**config.mk**
```make
export PLATFORM = sky130hd
export DESIGN_NAME = serial_adder_bitwise
export DESIGN_NICKNAME = d
export VERILOG_FILES = /design/src/rtl/serial_add_pkg.sv /design/src/rtl/serial_adder_bitwise_fa_cell.sv /design/src/rtl/serial_adder_bitwise.sv
export SDC_FILE = /design/constraint.sdc
export NUM_CORES = 1
export LEC_CHECK = 0
export BUFFER_PORTS_ARGS = -buffer_cell sky130_fd_sc_hd__buf_2
export CAP_MARGIN = 20
export CORE_AREA = 2 2 63 109
export CTS_CLUSTER_SIZE = 25
export DETAILED_ROUTE_END_ITERATION = 12
export DIE_AREA = 0 0 65 111
export PLACE_DENSITY = 0.51
export SLEW_MARGIN = 25
export SYNTH_ARGS = -nofsm -noshare
export SYNTH_HDL_FRONTEND = slang
export SYNTH_SLANG_ARGS = --single-unit
```
**constraint.sdc**
```tcl
create_clock -name clk -period 1.95 [get_ports clk]
set_input_delay 0.39 -clock clk [delete_from_list [all_inputs] [get_ports clk]]
set_output_delay 0.39 -clock clk [all_outputs]
set_load 0.02 [all_outputs]
```
**src/rtl/serial_add_pkg.sv**
```systemverilog
// Shared FSM state encodings and sizing helper for the bit-serial adder.
package serial_add_pkg;

  typedef enum logic [1:0] {
    ST_IDLE  = 2'd0,
    ST_SHIFT = 2'd1,
    ST_DONE  = 2'd2
  } state_t;

  // Bit counter width: wide enough to hold values up to and including width.
  function automatic int cnt_w(input int width);
    return $clog2(width + 1);
  endfunction

endpackage

```
**src/rtl/serial_adder_bitwise_fa_cell.sv**
```systemverilog
// Half-adder cell and the 1-bit full adder built from two of them plus an OR.
module half_adder (
  input  logic a,
  input  logic b,
  output logic s,
  output logic c
);
  assign s = a ^ b;
  assign c = a & b;
endmodule

module fa_cell (
  input  logic a,
  input  logic b,
  input  logic cin,
  output logic s,
  output logic cout
);
  logic s1, c1, c2;

  half_adder u_ha0 (.a(a),  .b(b),   .s(s1), .c(c1));
  half_adder u_ha1 (.a(s1), .b(cin), .s(s),  .c(c2));

  assign cout = c1 | c2;
endmodule

```
**src/rtl/serial_adder_bitwise.sv**
```systemverilog
// Bit-serial WIDTH-bit adder: operands in over valid/ready, one bit per clock
// LSB-first through a single full-adder cell, result out over valid/ready.
module serial_adder_bitwise
  import serial_add_pkg::*;
#(
  parameter int WIDTH = 8
) (
  input  logic             clk,
  input  logic             rst_n,
  input  logic             in_valid,
  output logic             in_ready,
  input  logic [WIDTH-1:0] a,
  input  logic [WIDTH-1:0] b,
  input  logic             cin,
  output logic             out_valid,
  input  logic             out_ready,
  output logic [WIDTH-1:0] sum,
  output logic             cout,
  output logic             busy
);

  localparam int CNT_W = cnt_w(WIDTH);
  localparam logic [CNT_W-1:0] LAST = CNT_W'(WIDTH - 1);

  state_t           state;
  logic [WIDTH-1:0] a_sr, b_sr, s_sr, s_nxt;
  logic [CNT_W-1:0] cnt;
  logic             carry, s_bit, c_bit;

  fa_cell u_fa (
    .a   (a_sr[0]),
    .b   (b_sr[0]),
    .cin (carry),
    .s   (s_bit),
    .cout(c_bit)
  );

  // New sum bit enters at the MSB so the LSB lands at bit 0 after WIDTH shifts.
  always_comb begin
    s_nxt            = s_sr >> 1;
    s_nxt[WIDTH-1]   = s_bit;
  end

  always_ff @(posedge clk or negedge rst_n) begin
    if (!rst_n) begin
      state     <= ST_IDLE;
      in_ready  <= 1'b1;
      out_valid <= 1'b0;
      busy      <= 1'b0;
      sum       <= '0;
      cout      <= 1'b0;
      a_sr      <= '0;
      b_sr      <= '0;
      s_sr      <= '0;
      carry     <= 1'b0;
      cnt       <= '0;
    end else begin
      case (state)
        ST_IDLE: begin
          if (in_valid && in_ready) begin
            a_sr     <= a;
            b_sr     <= b;
            carry    <= cin;
            cnt      <= '0;
            state    <= ST_SHIFT;
            in_ready <= 1'b0;
            busy     <= 1'b1;
          end
        end
        ST_SHIFT: begin
          a_sr  <= a_sr >> 1;
          b_sr  <= b_sr >> 1;
          s_sr  <= s_nxt;
          carry <= c_bit;
          cnt   <= cnt + CNT_W'(1);
          // Outputs are loaded only here, so a partial sum is never visible.
          if (cnt == LAST) begin
            state     <= ST_DONE;
            out_valid <= 1'b1;
            sum       <= s_nxt;
            cout      <= c_bit;
          end
        end
        ST_DONE: begin
          if (out_ready) begin
            state     <= ST_IDLE;
            out_valid <= 1'b0;
            in_ready  <= 1'b1;
            busy      <= 1'b0;
          end
        end
        default: begin
          state     <= ST_IDLE;
          in_ready  <= 1'b1;
          out_valid <= 1'b0;
          busy      <= 1'b0;
        end
      endcase
    end
  end

endmodule

```
==> results.yml, run 1 <==
die:
  io_pins: 33
  initial_core_util_pct: 28.6
  die_y_um: 111
  fp.dieW_um: 65
  num_rows: 39
  die_area_um2: 7220
  coreArea_um2: 6390
synthesis:
  syn_nets: 205
  synth_area_per_cell_um2: 10.1
  synth-seq-cells: 42
  synth_seq_area_share_pct: 57.5
  ys_warn_count: 0
  netlist_area_um2: 1830
  syn_inst: 182
  synth_cell_types: 28
grt:
  overflow: 0
  grt_use_total_pct: 11.7
  grt_pass1_vias: 1352
  grt_pass1_wl_um: 6430
  grt_start_max_net_pins: 28
  antenna_found_initial: 0
timing:
  tightest_slew_ns: 0.482
  finalCritPeriodShare_pct: 71.9
  slew_headroom_pct: 67.9
  rsz0062_at_grt: "no"
  slew_violations: 0
  setup_viol: 0
  fin_tns_setup_ns: 0
  fin_crit_ns: 1.40
  clock.fmax_ghz: 0.713
  hold_viol: 0
  skew_ns: 0.00566
cts:
  path_clk_slew_ns: 0.06
  ctsResizeCount: 0
  clk_latency_ns: 0.28
  clock-sinks: 42
  cts_tree: "built"
  cts_buffers: 5
  clk_path_buf_depth: 2
  post_cts_buffers: 0
  cts_hold_buf: 0
  htree_levels: 2
  cts_root_buffer: "clkbuf_16"
routing:
  vias: 1353
  wirelength_um: 3800
  wl_per_cell_um: 12.7
  route.detailed.drc: 0
  ant_nets: 0
  dr.pass1.iters: 4
  viasPerCell: 4.51
  initialDrtViolationCount: 28
critical_path:
  critical_path.max_fanout: 5
  path_delay_family: "flip-flops"
  reg2reg_from: "state[0]"
  reg2reg_slack_ns: 0.55
  worstSetupEndpointType: "output pin"
  reg2reg_to: "sum[5]"
  cp.required_ns: 1.56
  slowest_stage: "dfstp_2"
  worstSetupStartpointType: "flop"
  crit_arrival_ns: 1.01
  reg2reg_depth: 3
  crit_type: "reg -> out"
  crit_chain: "buf_2"
  slowest_delay_ns: 0.56
  path_buf_inv: 1
placement:
  hpwl_um: 2660
  port_buffers: 32
  gp_congestion: 0.754
  dp_cells: 292
hold_path:
  hp-class: "in -> async"
cells_and_area:
  nets: 240
  antennaDiodeCount: 0
  final_cells: 300
  syn_to_final_growth_pct: 23.2
  post-route-util_pct: 35.3
  nFillCells: 660
  drive_above_1_share_pct: 27.1
  ff_latch_area_um2: 1050
  multi_input_area_um2: 713
pwr:
  power.total_w: 0.00351
  vdd.ir_drop.worst_mv: 0.711
  p_per_area_nw_per_um2: 1560
  leakage_nw: 1.14
run_status:
  status: "finished clean"
flow_run:
  drv_cap: 0
cells in the mapped netlist:
cell / n / share of area [%]
nand3b_1: 1 / 0.41
inv_1: 2 / 0.41
and3b_1: 1 / 0.48
a32oi_1: 1 / 0.48
a21oi_1: 36 / 9.8
and3_4: 1 / 0.62
dfrtp_1: 41 / 56
fa_1: 1 / 1.1
o21ai_0: 1 / 0.27
buf_6: 1 / 0.62
mux2_1: 1 / 0.62
dfstp_2: 1 / 1.4
nand2b_1: 1 / 0.34
o2bb2ai_1: 1 / 0.48
ha_1: 1 / 0.68
nor2b_1: 2 / 0.68
nand2_1: 42 / 8.6
o22a_1: 1 / 0.48
a21o_1: 2 / 0.82
mux2_2: 1 / 0.62
buf_4: 1 / 0.41
nand3_1: 6 / 1.6
mux2_4: 8 / 6.6
nor2_1: 17 / 3.5
o21ai_1: 1 / 0.27
buf_2: 6 / 1.6
or3_1: 1 / 0.34
clkbuf_1: 3 / 0.62
flip-flops by register name (all words and copies together) (netlist names):
name / cells
a_sr: 8
b_sr: 8
busy: 1
carry: 1
cnt: 4
cout: 1
in_ready: 1
out_valid: 1
s_sr: 7
state: 2
sum: 8
per-layer routing:
layer | GRT usage [%] | part of all wire, % | vias to the layer above
met5 | 0 | 0 | -
met2 | 19.9 | 53 | 22
met1 | 13.5 | 41 | 644
met4 | 5.11 | 2.1 | 0
met3 | 3.15 | 3.7 | 6
li1 | - | - | 681
through the flow:
step	area (um2)	hold WS [ns]	setup slack [ns]
6_report	2250	0.0625	0.547
5_1_grt	2250	0.104	0.448
3_3_place_gp	2090	0.385	0.556
4_1_cts	2250	0.0838	0.534
3_5_place_dp	2090	0.382	0.539
2_1_floorplan	1830	0.0944	0.512
cell families after synthesis:
group / after synthesis / synth area share [%]
AOI/OAI and AO/OA: 43 / 12.6
adders and majority gates: 2 / 1.78
buffers and inverters: 13 / 3.69
DFF: 42 / 57.5
muxes: 10 / 7.79
and+or+nand+nor: 72 / 16.6
where the power goes:
part | internal (W) | switching [W] | total [W] | leakage, nW
Sequential | 0.00124 | 0.000237 | 0.00147 | 0.507
Clock | 0.000579 | 0.000315 | 0.000893 | 0.0832
Combinational | 0.000494 | 0.000648 | 0.00114 | 0.546
layout by cell type, fill, tap and decap left out, types with 2 or more instances in the layout:
cell type,count
nand2_1,42
dfrtp_1,41
a21oi_1,36
buf_2,32
nor2_1,17
mux2_4,8
buf_4,7
nand3_1,6
clkbuf_16,5
clkbuf_8,3
inv_1,2
a21o_1,2
how the worst max path moves through the flow:
| stage | from | end | cells past startpoint |
|---|---|---|---|
| floorplan | state[0] | cout | 5 |
| global placement | state[0] | sum[5] | 3 |
| detailed placement | state[0] | sum[5] | 3 |
| CTS | state[0] | sum[5] | 3 |
| global route | state[0] | sum[5] | 3 |
| finish | in_ready | in_ready | 1 |
layout make-up:
type	instances	area share (%)
clock buffer	8	7.38
inverter	2	0.333
multi-input combinational	127	31.6
sequential	42	46.7
tap	82	4.55
timing repair buffer	39	9.43
Power figures use the tool's default switching activity.
==> inputs of run 2 (changes only) <==
- clock period: 1.95 -> 1.5 ns (I/O delays scaled with it)
==> run 2 against run 1 <==
  * The run now ends with hold timing left
  * Combinational power up 33%
  * Flip-flop and latch count is the same
  * Core utilization grew 0.90 points
  * Register-to-register slack lost 0.43 ns
  * Routed wire length decreased by 1.9%
  * Count of clock-buffer cells in the layout down 2
  * Via count fell by 0.30%
  * Hold slack worse by 0.089 ns
  * Total power up 38%
  * Critical endpoint is now sum[5]
  * Highest routed layer unchanged
==> results.yml, run 2 (same netlist as run 1, synthesis figures left out) <==
cts:
  ctsResizeCount: 0
  clock-sinks: 42
  htree_levels: 2
  cts_buffers: 5
  cts_tree: "built"
  clk_latency_ns: 0.28
  clk_path_buf_depth: 2
  path_clk_slew_ns: 0.06
  post_cts_buffers: 0
  cts_root_buffer: "clkbuf_16"
  cts_hold_buf: 0
pwr:
  power.total_w: 0.00485
  leakage_nw: 1.16
  vdd.ir_drop.worst_mv: 0.922
  p_per_area_nw_per_um2: 2100
timing:
  setup_viol: 0
  hold_ws_ns: -0.0262
  hold_viol: 17
  rsz0062_at_grt: "no"
  tightest_slew_ns: 0.284
  fin_tns_setup_ns: 0
  slew_headroom_pct: 81.0
  fin_crit_ns: 1.38
  finalCritPeriodShare_pct: 92.3
  slew_violations: 0
  clock.fmax_ghz: 0.722
  skew_ns: 0.00473
critical_path:
  critical_path.max_fanout: 11
  crit_chain: "ha_1 > and3_4 > mux2_1"
  worstSetupEndpointType: "flop"
  cp.required_ns: 1.66
  crit_type: "reg -> reg"
  slowest_stage: "dfrtp_1"
  reg2reg_from: "cnt[0]"
  startpoint: "cnt[0]"
  reg2reg_slack_ns: 0.12
  slowest_delay_ns: 0.39
  path_buf_inv: 0
  path_delay_family: "flip-flops"
  worstSetupStartpointType: "flop"
  crit_arrival_ns: 1.55
die:
  num_rows: 39
  initial_core_util_pct: 28.6
  die_area_um2: 7220
  die_y_um: 111
  io_pins: 33
  coreArea_um2: 6390
  fp.dieW_um: 65
routing:
  vias: 1349
  wirelength_um: 3730
  viasPerCell: 4.50
  initialDrtViolationCount: 34
  route.detailed.drc: 0
  dr.pass1.iters: 4
  ant_nets: 0
  wl_per_cell_um: 12.4
cells_and_area:
  drive_above_1_share_pct: 27.1
  syn_to_final_growth_pct: 26.3
  final_cell_mix: "nand2_1 (42), dfrtp_1 (41), a21oi_1 (36)"
  nets: 240
  antennaDiodeCount: 0
  reg_top3: "a_sr x8, b_sr x8, sum x8"
  final_common_cell: "nand2_1"
grt:
  grt_pass1_wl_um: 6420
  grt_pass1_vias: 1381
  grt_start_max_net_pins: 43
  grt_use_total_pct: 11.5
  overflow: 0
  antenna_found_initial: 0
flow_run:
  drv_cap: 0
placement:
  hpwl_um: 2550
  port_buffers: 32
  gp_congestion: 0.794
run_status:
  violations: "hold timing"
  status: "finished, violations left"
hold_path:
  hp-class: "in -> async"
[run 2: metrics by stage]
| stage | setup WS, ns | instance area (um2) | std cells | hold WS, ns | utilization [%] |
|---|---|---|---|---|---|
| finish | 0.115 | 2310 | 300 | -0.0262 | 36.2 |
| global route | 0.0370 | 2310 | 300 | 0.00668 | 36.2 |
| CTS | 0.101 | 2310 | 300 | 0.000794 | 36.2 |
| detailed placement | 0.118 | 2110 | 292 | 0.297 | 33.1 |
| global placement | 0.134 | 2110 | 292 | 0.297 | 33.1 |
| floorplan | 0.0617 | 1830 | 182 | 0.00441 | - |
[run 2: final timing paths]
| check | depth (start not counted) | to |
|---|---|---|
| worst min-delay path | 2 | sum[2] |
| max in group asynchronous | 2 | in_ready |
| worst min register to register | 2 | s_sr[1] |
| worst max-delay path | 3 | sum[5] |
| min in group clk | 3 | a_sr[7] |
| worst max register to register | 3 | sum[5] |
[run 2: final cells by class]
type	count	area, um2
clock buffers	6	139
flip-flops and latches	42	1050
inverters	2	7.51
multi-input cells	127	713
repair buffers	39	238
clock inverters	2	60.1
fillers	651	4080
well taps	82	103
[run 2: report_power, final]
part           internal [W]  switching (W)
sequential          0.00161       0.000296
combinational      0.000666       0.000855
clock              0.000999       0.000429
[run 2: per-layer routing]
metal / global-route usage [%] / wire (um) / vias to the layer above
li1: - / - / 679
met1: 13.7 / 1580 / 641
met2: 19.6 / 1950 / 24
met3: 3.05 / 128 / 5
met4: 4.26 / 61 / 0
met5: 0 / 0 / -
==> inputs of run 3 (changes only) <==
- TNS_END_PERCENT: not set -> 20
- clock period: 1.5 -> 1.4 ns (I/O delays scaled with it)
==> run 3 against run 2 <==
  * The run now ends clean
  * Sequential power increased by 7%
  * Hold slack improved by 0.26 ns
  * Cell count increased by 1.3%
  * Design area increased by 0.87%
==> results.yml, run 3 (same netlist as run 1, synthesis figures left out) <==
cells_and_area:
  nets: 244
  post-route-util_pct: 36.5
  drive_above_1_share_pct: 27.9
  reg_top3: "a_sr x8, b_sr x8, sum x8"
  antennaDiodeCount: 0
  final_cell_mix: "nand2_1 (42), dfrtp_1 (41), a21oi_1 (36)"
  syn_to_final_growth_pct: 27.4
  final_cells: 304
  nFillCells: 670
  final_common_cell: "nand2_1"
routing:
  wl_per_cell_um: 12.7
  dr.pass1.iters: 4
  viasPerCell: 4.56
  wirelength_um: 3870
  route.detailed.drc: 0
  vias: 1385
  ant_nets: 0
  initialDrtViolationCount: 41
die:
  die_area_um2: 7220
  initial_core_util_pct: 28.6
  io_pins: 33
  die_y_um: 111
  fp.dieW_um: 65
  num_rows: 39
  coreArea_um2: 6390
placement:
  dp_cells: 295
  port_buffers: 32
  hpwl_um: 2730
  gp_congestion: 0.791
critical_path:
  worstSetupEndpointType: "flop"
  worstSetupStartpointType: "flop"
  critical_path.max_fanout: 11
  cp.required_ns: 1.57
  crit_type: "reg -> reg"
  crit_arrival_ns: 1.51
timing:
  setup_viol: 0
  skew_ns: 0.00786
  fin_crit_ns: 1.35
  slew_violations: 0
  tightest_slew_ns: 0.451
  finalCritPeriodShare_pct: 96.2
  rsz0062_at_grt: "no"
  clock.fmax_ghz: 0.742
  slew_headroom_pct: 69.9
  hold_viol: 0
grt:
  grt_pass1_vias: 1438
  grt_start_max_net_pins: 28
  grt.met1_usage_pct: 13.2
  grt_pass1_wl_um: 6780
  overflow: 0
  top_usage_layer: "met2"
  antenna_found_initial: 0
  grt_use_total_pct: 12.2
  use_met3_pct: 2.74
  grtUsageMet2_pct: 22.1
cts:
  clock-sinks: 42
  clk_path_buf_depth: 2
  post_cts_buffers: 0
  cts_buffers: 5
  clk_latency_ns: 0.28
  cts_tree: "built"
  path_clk_slew_ns: 0.06
  htree_levels: 2
  cts_root_buffer: "clkbuf_16"
pwr:
  power.share.sequential_pct: 40.2
  p_sw_w: 0.00169
  leakage_nw: 1.17
  swShare_pct: 33.4
  internal_power_w: 0.00337
  p_per_area_nw_per_um2: 2170
  vdd.ir_drop.worst_mv: 0.997
  clkPwrFrac_pct: 26.4
  combinationalPowerShare_pct: 33.4
hold_path:
  hp-class: "in -> reg"
run_status:
  status: "finished clean"
flow_run:
  drv_cap: 0
run 3: power groups by stage:
stage | clock [W] | combinational, W | sequential [W]
floorplan | 0 | 0.00107 | 0.00215
global placement | 0 | 0.00169 | 0.00206
detailed placement | 0 | 0.00173 | 0.00207
CTS | 0.00136 | 0.00174 | 0.00205
global route | 0.00141 | 0.00196 | 0.00211
finish | 0.00133 | 0.00169 | 0.00203
run 3: path summary, 6_finish.rpt:
path | slack, ns | cells past startpoint | endpoint | from
max | 0.05 | 3 | sum[5] | cnt[0]
min | 0.23 | 3 | a_sr[7] | a[7]
max reg2reg | 0.05 | 3 | sum[5] | cnt[0]
min reg2reg | 0.48 | 1 | out_valid | out_valid
max in group asynchronous | 0.44 | 3 | b_sr[2] | rst_n
min in group asynchronous | 0.48 | 2 | busy | rst_n
run 3: final cells by class:
| cell class | instances | area, um2 | share of cell area (%) |
|---|---|---|---|
| sequential | 42 | 1050 | 45.1 |
| clock buffer | 7 | 143 | 6.12 |
| timing repair buffer | 43 | 283 | 12.1 |
| inverter | 2 | 7.51 | 0.322 |
| clock inverter | 1 | 30.0 | 1.29 |
| tap | 82 | 103 | 4.40 |
| multi-input combinational | 127 | 714 | 30.6 |
run 3: critical path, stage by stage (launching register included):
cell	delay, ns
dfrtp_1	0.39
ha_1	0.19
and3_4	0.32
mux2_1	0.34
run 3: stage by stage:
stage	hold slack (ns)	instance area, um2	setup slack, ns	power, W	setup TNS, ns
4_1_cts	0.232	2330	0.0270	0.00515	0
2_1_floorplan	-0.0156	1830	-0.0312	0.00322	-0.249
5_1_grt	0.264	2330	0.00543	0.00548	0
3_3_place_gp	0.258	2150	0.0687	0.00375	0
6_report	0.234	2330	0.0527	0.00506	0
3_5_place_dp	0.260	2150	0.0371	0.00380	0
run 3: timing repair:
| action | in CTS | in global routing |
|---|---|---|
| setup endpoints to repair | 0 | 5 |
| endpoints found under the hold margin | 16 | 0 |
| hold buffers | 1 | 0 |
| resized for setup | 0 | 1 |
run 3: metal layers:
layer	part of all wire (%)	vias to the layer above
li1	-	683
met4	1.9	0
met3	3.0	5
met5	0	-
met2	54	21
met1	41	676
